<file path="config.mk">
export PLATFORM = sky130hd
export DESIGN_NAME = microcode_sequencer_stack
export DESIGN_NICKNAME = d
export VERILOG_FILES = /design/src/rtl/pa_microcode.sv /design/src/rtl/useq_call_stack.sv /design/src/rtl/microcode_sequencer_stack.sv
export SDC_FILE = /design/constraint.sdc
export NUM_CORES = 1
export LEC_CHECK = 0
export ABC_AREA = 1
export BUFFER_PORTS_ARGS = -buffer_cell sky130_fd_sc_hd__buf_2
export CAP_MARGIN = 30
export CORE_MARGIN = 1.5
export CORE_UTILIZATION = 55
export DETAILED_ROUTE_END_ITERATION = 10
export GPL_TIMING_DRIVEN = 0
export PLACE_DENSITY = 0.78
export SLEW_MARGIN = 20
export SYNTH_ARGS = -nofsm -noshare
export SYNTH_HDL_FRONTEND = slang
export SYNTH_SLANG_ARGS = --single-unit
</file>
<file path="constraint.sdc">
create_clock -name clk -period 5.61 [get_ports clk]
set_input_delay 0.561 -clock clk [delete_from_list [all_inputs] [get_ports clk]]
set_output_delay 0.561 -clock clk [all_outputs]
set_load 0.02 [all_outputs]
</file>
<file path="src/rtl/pa_microcode.sv">
// rtl/pa_microcode.sv - shared opcode encodings and condition indices for the microcode sequencer
package pa_microcode;

  typedef enum logic [2:0] {
    JMP    = 3'd0,
    BR     = 3'd1,
    FETCH  = 3'd2,
    DECODE = 3'd3,
    CALL   = 3'd4,
    RET    = 3'd5,
    CCALL  = 3'd6,
    HOLD   = 3'd7
  } useq_typ_t;

  localparam int ZF   = 0;
  localparam int CF   = 1;
  localparam int SF   = 2;
  localparam int OF   = 3;
  localparam int DMA  = 4;
  localparam int MODE = 5;
  localparam int WAIT = 6;
  localparam int INT  = 7;
  localparam int EXT  = 8;
  localparam int DIR  = 9;
  localparam int DREG = 10;

endpackage

</file>
<file path="src/rtl/useq_call_stack.sv">
// rtl/useq_call_stack.sv - register-array LIFO holding micro-call return addresses
module useq_call_stack #(
  parameter  int WIDTH = 14,
  parameter  int DEPTH = 4,
  localparam int DW    = $clog2(DEPTH + 1),
  localparam int AW    = (DEPTH > 1) ? $clog2(DEPTH) : 1
) (
  input  logic             clk,
  input  logic             arst,
  input  logic             i_stall,
  input  logic             i_push,
  input  logic             i_pop,
  input  logic [WIDTH-1:0] i_push_data,
  output logic [WIDTH-1:0] o_pop_data,
  output logic [DW-1:0]    o_depth,
  output logic             o_full,
  output logic             o_empty,
  output logic             o_ovf,
  output logic             o_unf
);

  logic [WIDTH-1:0] r_mem [DEPTH];
  logic [DW-1:0]    r_depth;
  logic [AW-1:0]    w_wr_idx;
  logic [AW-1:0]    w_rd_idx;
  logic             w_do_push;
  logic             w_do_pop;

  assign o_full    = (r_depth == DW'(DEPTH));
  assign o_empty   = (r_depth == '0);
  assign w_do_push = i_push && !i_stall && !o_full;
  assign w_do_pop  = i_pop && !i_stall && !o_empty;
  assign o_ovf     = i_push && !i_stall && o_full;
  assign o_unf     = i_pop && !i_stall && o_empty;
  assign w_wr_idx  = AW'(r_depth);
  assign w_rd_idx  = AW'(r_depth - 1'b1);
  assign o_depth   = r_depth;
  assign o_pop_data = o_empty ? '0 : r_mem[w_rd_idx];

  // Storage is deliberately left out of reset; only the depth pointer is cleared.
  always_ff @(posedge clk) begin
    if (w_do_push) r_mem[w_wr_idx] <= i_push_data;
  end

  always_ff @(posedge clk or posedge arst) begin
    if (arst)           r_depth <= '0;
    else if (w_do_push) r_depth <= r_depth + 1'b1;
    else if (w_do_pop)  r_depth <= r_depth - 1'b1;
  end

endmodule

</file>
<file path="src/rtl/microcode_sequencer_stack.sv">
// rtl/microcode_sequencer_stack.sv - microcode address sequencer with relative branches and a micro-call stack
module microcode_sequencer_stack
  import pa_microcode::*;
#(
  parameter  int UADDR_W     = 14,
  parameter  int OFFSET_W    = 7,
  parameter  int IR_W        = 8,
  parameter  int NUM_COND    = 16,
  parameter  int STACK_DEPTH = 4,
  parameter  int RESET_ADDR  = 0,
  localparam int CSW         = $clog2(NUM_COND),
  localparam int DW          = $clog2(STACK_DEPTH + 1)
) (
  input  logic                clk,
  input  logic                arst,
  input  logic                stall,
  input  useq_typ_t           typ,
  input  logic [OFFSET_W-1:0] offset,
  input  logic [NUM_COND-1:0] cond_in,
  input  logic [CSW-1:0]      cond_sel,
  input  logic                cond_invert,
  input  logic                irq_req,
  input  logic [IR_W-1:0]     ir,
  input  logic [UADDR_W-1:0]  fetch_addr,
  input  logic [UADDR_W-1:0]  trap_addr,
  input  logic                clear_err,
  output logic [UADDR_W-1:0]  u_address,
  output logic                cond_taken,
  output logic [DW-1:0]       stack_depth,
  output logic                stack_ovf,
  output logic                stack_unf
);

  logic [UADDR_W-1:0] r_ua;
  logic               r_ovf;
  logic               r_unf;
  logic [UADDR_W-1:0] w_tgt;
  logic [UADDR_W-1:0] w_inc;
  logic [UADDR_W-1:0] w_next;
  logic [UADDR_W-1:0] w_pop_data;
  logic               w_push;
  logic               w_pop;
  logic               w_full;
  logic               w_empty;
  logic               w_ovf;
  logic               w_unf;

  assign cond_taken = cond_in[cond_sel] ^ cond_invert;
  assign w_tgt      = r_ua + {{(UADDR_W-OFFSET_W){offset[OFFSET_W-1]}}, offset};
  assign w_inc      = r_ua + 1'b1;
  assign w_push     = (typ == CALL) || ((typ == CCALL) && cond_taken);
  assign w_pop      = (typ == RET);

  useq_call_stack #(
    .WIDTH (UADDR_W),
    .DEPTH (STACK_DEPTH)
  ) u_stack (
    .clk         (clk),
    .arst        (arst),
    .i_stall     (stall),
    .i_push      (w_push),
    .i_pop       (w_pop),
    .i_push_data (w_inc),
    .o_pop_data  (w_pop_data),
    .o_depth     (stack_depth),
    .o_full      (w_full),
    .o_empty     (w_empty),
    .o_ovf       (w_ovf),
    .o_unf       (w_unf)
  );

  always_comb begin
    w_next = r_ua;
    case (typ)
      JMP:     w_next = w_tgt;
      BR:      w_next = cond_taken ? w_tgt : w_inc;
      FETCH:   w_next = irq_req ? trap_addr : fetch_addr;
      DECODE:  w_next = UADDR_W'(ir);
      CALL:    w_next = w_tgt;
      RET:     w_next = w_empty ? fetch_addr : w_pop_data;
      CCALL:   w_next = cond_taken ? w_tgt : w_inc;
      HOLD:    w_next = r_ua;
      default: w_next = r_ua;
    endcase
  end

  // A new error in the same cycle as clear_err must win, so sets come after the clear.
  always_ff @(posedge clk or posedge arst) begin
    if (arst) begin
      r_ua  <= UADDR_W'(RESET_ADDR);
      r_ovf <= 1'b0;
      r_unf <= 1'b0;
    end else if (!stall) begin
      r_ua <= w_next;
      if (clear_err) begin
        r_ovf <= 1'b0;
        r_unf <= 1'b0;
      end
      if (w_ovf && w_full) r_ovf <= 1'b1;
      if (w_unf)           r_unf <= 1'b1;
    end
  end

  assign u_address = r_ua;
  assign stack_ovf = r_ovf;
  assign stack_unf = r_unf;

endmodule
</file>
==> metrics.cfg <==
[run_status]
status = complete, no violations

[pwr]
seqPwrFrac_pct = 31.6
p_int_w = 0.00129
power_density_nw_per_um2 = 387
ir_drop_mv = 0.177
switchingPower_w = 0.00117
swShare_pct = 47.6
combPwrFrac_pct = 52.2
p_clk_share_pct = 16.2
total_power_w = 0.00245
p_leak_nw = 3.13

[floorplan]
io_pins = 92
core_area_um2 = 9770
start_util_pct = 56.5
rows = 36
dieHeight_um = 103
die_w_um = 103
dieArea_um2 = 10600

[synthesis]
synth_area_um2 = 5520
ys_ff_latch = 75
yosysWarnings = 0
postSynthAreaPerCell_um2 = 7.53
synth.area.top_cells = edfxtp_1 (30%), nand2_1 (12%), dfrtp_1 (8.6%)
synthesis.nets = 826
synth.largest_area_cell = edfxtp_1
synth_ff_type = edfxtp_1
synth-edff-count = 56
synthArstFlopShare_pct = 25.3
synthDominantCellAreaShare_pct = 30.5
ys_seq_area_share_pct = 39.1
synth_cell_types = 40
syn_inst = 733

[clocking]
numCtsBuffers = 9
cts-resized-gates = 0
cts_tree = built
cts_sinks = 75
cts_max_level = 3
cts_root_buffer = clkbuf_8
insertion_delay_ns = 0.36
cts_hold_buf = 0
clk_pin_slew_ns = 0.09
cts_buffer_depth = 2
postCtsSetupBuffers = 0

[place]
portBuffers = 89
placed_cells = 955
gp_congestion = 0.924
hpwl_um = 12100

[global_routing]
antenna_found_initial = 0
grt_max_degree = 20
grt_usage_pct = 29.4
grt_overflow = 0
grt_pass1_vias = 4762
grt_first_pass_wirelength_um = 23300

[drt]
drt-wirelength-per-cell_um = 16.1
drt-pass1-iter-count = 7
num_vias = 5408
vias_per_cell = 5.57
drc_errors = 0
drt_iter0_markers = 464
wl_um = 15700
antenna_left = 0

[timing]
worst_pin_slew_ns = 0.886
drv_slew = 0
rsz0062_at_grt = false
fin_crit_ns = 3.05
slew_headroom_pct = 40.9
tns_ns = 0
setup_viol = 0
final_hold_viol_count = 0
fin_skew_ns = 0.0105
maxClockFrequency_ghz = 0.327
finalCritPeriodShare_pct = 54.4

[setup_path]
critPathArrivalTime_ns = 3.32
reg2reg_to = u_address[1]
reg2reg_from = u_stack.o_depth[0]
crit_required_ns = 5.88
critPathLaunchType = flip-flop
rrSetupSlack_ns = 2.56
crit_path_max_fanout = 11
worstRegToRegCells = 12
crit_path_end_kind = flip-flop
critPathKind = reg2reg

[finish]
utilization_pct = 64.7
final_nets = 926
drive_gt1_share_pct = 20.4
insertedDiodeCount = 0
layout_common_cells = nand2_1 (174), inv_1 (99), buf_2 (98)
fin_cells = 971
area_growth_pct = 14.5
layout_commonest_cell = nand2_1

[worst_hold_path]
hold_class = in2async

[flow_run]
drv_cap = 0

-- critical path, stage by stage, from the launching register on --
cell	delay [ns]
dfrtp_1	0.45
inv_1	0.11
buf_2	0.22
buf_2	0.29
ha_1	0.24
ha_1	0.28
clkbuf_1	0.42
inv_1	0.30
o21ai_0	0.28
o21a_1	0.18
nand2_1	0.08
nand2_1	0.06
nand2_1	0.04
-- registers in the layout, summed over array words and instances (netlist names) --
signal           cells
stack_unf            1
u_stack.o_depth      3
stack_ovf            1
u_stack.r_mem       56
u_address           14
-- power by group through the flow --
stage	logic, W	registers [W]	clock network, W
3_5_place_dp	0.00125	0.000783	0
3_3_place_gp	0.00121	0.000782	0
2_1_floorplan	0.000839	0.000809	0
6_report	0.00128	0.000773	0.000397
5_1_grt	0.00140	0.000781	0.000416
4_1_cts	0.00126	0.000772	0.000396
-- stage by stage --
stage | cell area (um^2) | setup slack [ns] | hold slack, ns
final | 6320 | 2.56 | 0.345
after floorplan | 5520 | 3.04 | 0.512
after detailed placement | 6140 | 2.73 | 0.494
after global routing | 6320 | 2.46 | 0.418
after global placement | 6130 | 2.51 | 0.483
after CTS | 6320 | 2.70 | 0.372
-- routing by layer --
metal	vias to the layer above	GRT usage, %	wire (um)
met3	34	4.97	1520
met4	0	10.6	410
li1	2609	-	-
met5	-	0	0
met1	2436	40.3	6700
met2	329	47.2	7040
-- how the worst max path moves through the flow --
stage                       start                   to  depth (start not counted)
2_1_floorplan  u_stack.o_depth[0]  u_stack.r_mem[1][0]                          8
3_3_place_gp   u_stack.o_depth[0]  u_stack.r_mem[3][0]                          8
3_5_place_dp   u_stack.o_depth[0]         u_address[1]                         12
4_1_cts        u_stack.o_depth[0]         u_address[1]                         12
5_1_grt        u_stack.o_depth[0]        u_address[12]                         14
6_report       u_stack.o_depth[0]         u_address[1]                         12
-- logic make-up after synthesis --
| kind of cell | share of synthesized area (%) |
|---|---|
| XOR/XNOR | 2.70 |
| AO/OA/AOI/OAI | 12.3 |
| adder cells (fa/ha/maj) | 4.89 |
| flip-flops | 39.1 |
| buffers and inverters | 10.0 |
| AND/OR/NAND/NOR | 31.0 |
-- layout make-up --
type                       instances  area [um^2]
timing repair buffer              89          445
multi-input combinational        525         2820
buffer                            26          148
fill                             879         3450
clock inverter                     7         57.6
tap                              133          166
sequential                        75         2160
clock buffer                       9          124
inverter                         107          407
-- cells in the mapped netlist, types with 3 or more instances --
| master | number |
|---|---|
| edfxtp_1 | 56 |
| buf_6 | 5 |
| xor2_1 | 12 |
| nand3_2 | 25 |
| inv_1 | 99 |
| o21ai_1 | 6 |
| xnor2_1 | 5 |
| clkbuf_1 | 10 |
| nand4_1 | 7 |
| nand2_4 | 3 |
| nand3_1 | 52 |
| nand3_4 | 4 |
| o21a_1 | 3 |
| nand2_1 | 174 |
| o21ai_0 | 48 |
| o22ai_1 | 4 |
| nor3_1 | 3 |
| ha_1 | 20 |
| dfrtp_1 | 19 |
| or2_1 | 3 |
| nor2_1 | 83 |
| inv_2 | 7 |
| o221ai_1 | 4 |
| a21oi_1 | 52 |
| nand3b_1 | 3 |
| buf_2 | 9 |
Note: power is estimated with default switching activity, not from simulation.
